<file path="config.mk">
export PLATFORM = sky130hd
export DESIGN_NAME = if_prefetch_queue
export DESIGN_NICKNAME = d
export VERILOG_FILES = /design/src/rtl/if_prefetch_queue.sv
export SDC_FILE = /design/constraint.sdc
export NUM_CORES = 1
export LEC_CHECK = 0
export ABC_AREA = 0
export ABC_CLOCK_PERIOD_IN_PS = 3470
export BUFFER_PORTS_ARGS = -buffer_cell sky130_fd_sc_hd__buf_2
export CORE_MARGIN = 4
export CORE_UTILIZATION = 25
export DETAILED_ROUTE_END_ITERATION = 6
export PLACE_DENSITY = 0.37
export SLEW_MARGIN = 20
export SYNTH_ARGS = -nofsm -noshare
export SYNTH_HDL_FRONTEND = slang
export SYNTH_SLANG_ARGS = --single-unit
export TNS_END_PERCENT = 20
</file>
<file path="constraint.sdc">
create_clock -name clk -period 3.47 [get_ports clk]
set_input_delay 0.8675 -clock clk [delete_from_list [all_inputs] [get_ports clk]]
set_output_delay 0.8675 -clock clk [all_outputs]
set_load 0.05 [all_outputs]
</file>
<file path="src/rtl/if_prefetch_queue.sv">
// ============================================================================
// if_prefetch_queue
// ----------------------------------------------------------------------------
// Instruction-fetch front end that sits directly upstream of the IF/ID
// register. It owns the fetch PC and reads the combinational instruction
// memory in every cycle that the queue has room. Fetched {pc, instr} pairs
// are buffered in a DEPTH-entry FIFO, so an ID stall does not block fetch.
// A flush (taken branch/jump) empties the FIFO. Fetch then restarts at the
// redirect target.
//
// Optional feature (compile-time macro IFQ_BUBBLE_CNT_EN):
//   defined     -> stat_bubbles counts the cycles in which ID is ready but the
//                  queue has nothing to give (~id_keep & ~if_valid & ~flush).
//                  The count wraps at 2^32 and is cleared only by reset.
//   not defined -> stat_bubbles is tied to zero and no counter flops exist.
//
// Parameters:
//   DEPTH    FIFO entries (power of 2, >= 2)
//   AW       instruction-memory word-address width
//   RESET_PC first fetch address after reset
//
// Ports:
//   clk          in   rising-edge clock
//   reset        in   asynchronous, active-low reset
//   imem_addr    out  word address to instruction memory (fetch_pc[AW+1:2])
//   imem_rdata   in   instruction at imem_addr, valid in the same cycle
//   flush        in   discard the queue and reload fetch_pc from redirect_pc
//   redirect_pc  in   new fetch PC, sampled only when flush=1 (bits [1:0] ignored)
//   id_keep      in   ID stall: hold the head entry, do not pop
//   if_valid     out  head entry valid (queue non-empty)
//   if_pc        out  PC of the head entry, 0 when the queue is empty
//   if_instr     out  instruction of the head entry, 0 (NOP) when the queue is empty
//   q_count      out  current occupancy (0..DEPTH)
//   stat_bubbles out  bubble counter (see the optional feature above)
// ============================================================================
module if_prefetch_queue #(
   parameter int          DEPTH    = 4,
   parameter int          AW       = 10,
   parameter logic [31:0] RESET_PC = 32'h0000_3000
) (
   input  logic                     clk,
   input  logic                     reset,
   output logic [AW-1:0]            imem_addr,
   input  logic [31:0]              imem_rdata,
   input  logic                     flush,
   input  logic [31:0]              redirect_pc,
   input  logic                     id_keep,
   output logic                     if_valid,
   output logic [31:0]              if_pc,
   output logic [31:0]              if_instr,
   output logic [$clog2(DEPTH):0]   q_count,
   output logic [31:0]              stat_bubbles
);

   localparam int PW = $clog2(DEPTH);   // pointer width
   localparam int CW = PW + 1;          // count width (must be able to hold DEPTH)

   // -------------------------------------------------------------------------
   // State
   // -------------------------------------------------------------------------
   logic [31:0]   r_fetch_pc;
   logic [PW-1:0] r_wr_ptr;
   logic [PW-1:0] r_rd_ptr;
   logic [CW-1:0] r_count;

   // The storage is split into pc and instr halves. Both halves are written
   // together, so they always describe the same entry.
   logic [31:0]   r_mem_pc    [DEPTH];
   logic [31:0]   r_mem_instr [DEPTH];

   // -------------------------------------------------------------------------
   // Control
   // -------------------------------------------------------------------------
   logic w_nonempty;
   logic w_full;
   logic w_push;
   logic w_pop;

   assign w_nonempty = (r_count != '0);
   // "full" is taken from the count before the edge. A full queue therefore
   // does not refill the slot that it frees in the same cycle.
   assign w_full     = (r_count == CW'(DEPTH));
   // A flush overrides both push and pop. id_keep has no effect during a flush.
   assign w_push     = ~w_full & ~flush;
   assign w_pop      = w_nonempty & ~id_keep & ~flush;

   // The low two bits of redirect_pc are dropped, because fetch is always
   // word aligned.
   logic [1:0] w_unused_redirect_lsbs;
   assign w_unused_redirect_lsbs = redirect_pc[1:0];

   // -------------------------------------------------------------------------
   // Fetch PC
   // -------------------------------------------------------------------------
   always_ff @(posedge clk or negedge reset) begin
      if (!reset) begin
         r_fetch_pc <= RESET_PC;
      end else if (flush) begin
         r_fetch_pc <= {redirect_pc[31:2], 2'b00};
      end else if (w_push) begin
         r_fetch_pc <= r_fetch_pc + 32'd4;
      end
   end

   assign imem_addr = r_fetch_pc[AW+1:2];

   // -------------------------------------------------------------------------
   // Pointers and occupancy
   // -------------------------------------------------------------------------
   always_ff @(posedge clk or negedge reset) begin
      if (!reset) begin
         r_wr_ptr <= '0;
         r_rd_ptr <= '0;
         r_count  <= '0;
      end else if (flush) begin
         r_wr_ptr <= '0;
         r_rd_ptr <= '0;
         r_count  <= '0;
      end else begin
         // DEPTH is a power of 2, so the natural pointer overflow is the
         // modulo-DEPTH wrap.
         if (w_push) begin
            r_wr_ptr <= r_wr_ptr + PW'(1);
         end
         if (w_pop) begin
            r_rd_ptr <= r_rd_ptr + PW'(1);
         end
         case ({w_push, w_pop})
            2'b10:   r_count <= r_count + CW'(1);
            2'b01:   r_count <= r_count - CW'(1);
            default: r_count <= r_count;
         endcase
      end
   end

   // -------------------------------------------------------------------------
   // Storage: one write-enable per entry. The entries have no reset, because
   // the pointers and count alone define which entries are valid.
   // -------------------------------------------------------------------------
   generate
      for (genvar gi = 0; gi < DEPTH; gi++) begin : g_entry
         logic w_we;
         assign w_we = w_push && (r_wr_ptr == PW'(gi));

         always_ff @(posedge clk) begin
            if (w_we) begin
               r_mem_pc[gi]    <= r_fetch_pc;
               r_mem_instr[gi] <= imem_rdata;
            end
         end
      end
   endgenerate

   // -------------------------------------------------------------------------
   // Head outputs. They are driven combinationally from the head entry, so
   // an instruction fetched in cycle N is visible in cycle N+1. The outputs
   // are gated to zero when the queue is empty, which also makes them drop
   // as soon as reset is asserted.
   // -------------------------------------------------------------------------
   assign if_valid = w_nonempty;
   assign if_pc    = w_nonempty ? r_mem_pc[r_rd_ptr]    : 32'h0;
   assign if_instr = w_nonempty ? r_mem_instr[r_rd_ptr] : 32'h0;
   assign q_count  = r_count;

   // -------------------------------------------------------------------------
   // Bubble statistics
   // -------------------------------------------------------------------------
`ifdef IFQ_BUBBLE_CNT_EN
   logic [31:0] r_bubbles;

   always_ff @(posedge clk or negedge reset) begin
      if (!reset) begin
         r_bubbles <= '0;
      end else if (~id_keep & ~w_nonempty & ~flush) begin
         r_bubbles <= r_bubbles + 32'd1;
      end
   end

   assign stat_bubbles = r_bubbles;
`else
   assign stat_bubbles = 32'h0;
`endif

endmodule

</file>
==> flow_summary.toml <==
[clocking]
cts_resized = 0
root_buffer = "clkbuf_16"
cts_tree = "yes"
cts.sinks = 285
cts_setup_buffers = 0
clock_latency_ns = 0.52
cts_hold_buf = 0
clk_path_buf_depth = 3
cts-buffers-inserted = 35
clkTransAtPathRegs_ns = 0.06
ctsHtreeMaxLevel = 2

[timing]
rsz0062_at_grt = "no"
skew_ns = 0.0166
period_share_pct = 91.7
max_slew.worst_pin.slew_ns = 0.817
fmax_ghz = 0.314
layout_setup_ws_ns = 0.289
layout_min_cycle_time_ns = 3.18
max-slew-margin-rel_pct = 45.5
setup_violations = 0
setup_tns_ns = 0
drv_slew = 0
hold_viol_final = 0

[cells_and_area]
nets = 911
n_fill_cell = 4670
area_delta_synth_final_pct = 21.2
fin_area_um2 = 14300
regArea_um2 = 8380
drive_gt1_share_pct = 33.3
fin_cells = 1470
n_antenna_cell = 0
multi_input_area_um2 = 3090

[place]
placed_cells = 1408
io_buffers = 141
placed_cell_area_um2 = 13300
place_congestion = 0.670
dp_hpwl_um = 17700
pre_cts_slack_ns = 0.732

[yosys]
synth.most_common_cell = "edfxtp_1"
synthTopCellsByCount = "edfxtp_1, nor2b_1, mux4_2"
yosys.area.top_type = "edfxtp_1"
yosysTopAreaCellShare_pct = 63.0
synthArstFlopShare_pct = 13.0
postSynthCellCount = 683
synthFlopType = "edfxtp_1"
ys.warnings.count = 0
ys_seq_area_share_pct = 70.9
syn_area_um2 = 11800
synth_cell_types = 41
synth_edf_count = 248
synth.area.top_cells = "edfxtp_1, mux4_2, dfrtp_1"
syn_avg_cell_area_um2 = 17.3
ys_seq_elements = 285

[detailed_routing]
top_layer = "met4"
viasPerCell = 4.36
firstDrtPassIters = 4
via_count = 6402
route.antenna.remaining_nets = 0
wl_met3_um = 1530
drt_wl_total_um = 29300
drtIter0Drc = 334
drc_errors = 0
wl_met1_um = 13800
wl_per_cell_um = 19.9
met2_length_um = 13400

[global_routing]
grt_overflow = 0
gr-usage-all-layers_pct = 11.5
grt_pass1_wl_um = 43900
antenna_found_initial = 1
grt_pass1_vias = 6801
grt_max_degree = 67

[die]
ioPinCount = 178
num_rows = 79
die_w_um = 225
start_util_pct = 25.3
die_height_um = 225
dieArea_um2 = 50800
coreArea_um2 = 46700

[power_and_ir_drop]
power.leakage_nw = 4.92
p_clk_share_pct = 39.2
irDropWorstVdd_v = 0.000244
netSwitchingPower_mw = 2.37
seqPwrFrac_pct = 46.7
power.density_nw_per_um2 = 608
combPwrFrac_pct = 14.1
swShare_pct = 27.3
p_int_mw = 6.33

[worst_setup_path]
cp.arrival_ns = 2.31
r2r-end = "r_fetch_pc[14]"
r2r_start = "r_fetch_pc[2]"
reg2reg_depth = 5
criticalPathCategory = "reg2out"
ff2ff_setup_slack_ns = 0.86
crit_path_start_kind = "flip-flop"
crit_fanout = 21
required_ns = 2.60
crit_path_end_kind = "output pin"

[outcome]
status = "finished, final reports clean"

[job]
cap_violations = 0

[worst_hold_path]
hold_class = "in2async"
==> layer usage <==
layer / vias up / track usage [%]
met5: - / 0
met4: 0 / 3.00
met3: 42 / 3.10
li1: 2910 / -
met1: 3294 / 16.1
met2: 156 / 17.9
==> state kept, by name, indices dropped and copies added (netlist names) <==
signal,count
r_mem_instr,128
r_mem_pc,120
r_fetch_pc,30
q_count,3
r_rd_ptr,2
r_wr_ptr,2
==> power by group through the flow <==
stage / registers [mW] / clock network [mW] / logic [mW]
after global placement: 4.14 / 0 / 1.26
after CTS: 4.07 / 3.56 / 1.27
after detailed placement: 4.14 / 0 / 1.26
after global routing: 4.09 / 3.71 / 1.33
final: 4.07 / 3.41 / 1.23
after floorplan: 4.11 / 0 / 0.929
==> cells by family (layout without fill, tap and decap cells) <==
logic type / count (synthesis) / after routing / synth area share, %
compound gates: 59 / 59 / 3.24
xor+xnor: 10 / 10 / 0.741
fa+ha+maj: 5 / 5 / 0.529
buf+inv: 87 / 234 / 4.26
flops: 285 / 285 / 70.9
mux: 65 / 65 / 12.1
other cells: 1 / 34 / 0.0317
simple gates: 171 / 171 / 8.28
==> through the flow <==
stage	util [%]	hold slack (ns)	total power, mW
4_1_cts	30.7	0.377	8.89
5_1_grt	30.7	0.401	9.13
6_report	30.7	0.384	8.71
3_3_place_gp	28.4	0.549	5.40
3_5_place_dp	28.4	0.563	5.40
2_1_floorplan	-	0.489	5.04
==> final cells by class <==
| cell class | count | area share (%) |
|---|---|---|
| inverter | 7 | 0.183 |
| timing repair buffer | 165 | 6.97 |
| clock inverter | 20 | 0.891 |
| multi-input combinational | 344 | 21.5 |
| clock buffer | 42 | 6.59 |
| tap | 607 | 5.30 |
| sequential | 285 | 58.5 |
==> critical path: stages (launching register included) <==
cell and delay (ns):
dfrtp_4 0.67, buf_4 0.33, mux4_2 0.23, nor2b_1 0.24, buf_2 0.32
==> worst max-delay path by stage <==
| stage | end | slack [ns] | cells after the start | startpoint |
|---|---|---|---|---|
| 2_1_floorplan | r_mem_instr[0][0] | 0.21 | 4 | q_count[1] |
| 3_3_place_gp | if_pc[14] | 0.72 | 4 | r_rd_ptr[1] |
| 3_5_place_dp | if_pc[14] | 0.73 | 4 | r_rd_ptr[1] |
| 4_1_cts | if_pc[14] | 0.14 | 4 | r_rd_ptr[1] |
| 5_1_grt | if_pc[14] | 0.09 | 4 | r_rd_ptr[1] |
| 6_report | if_pc[11] | 0.29 | 4 | r_rd_ptr[1] |
==> placed cells by master (no fill, tap or decap), types with 15 or more instances in the layout <==
master,netlist,layout
a31oi_1,19,19
buf_4,44,15
buf_2,9,141
dfrtp_1,35,33
clkbuf_16,0,37
mux4_2,62,62
nor2_1,27,27
nand2_1,22,22
edfxtp_1,248,248
nor2b_1,63,63
o31ai_1,16,16
conb_1,1,34
or4_1,17,17
(Power assumes the default switching activity.)
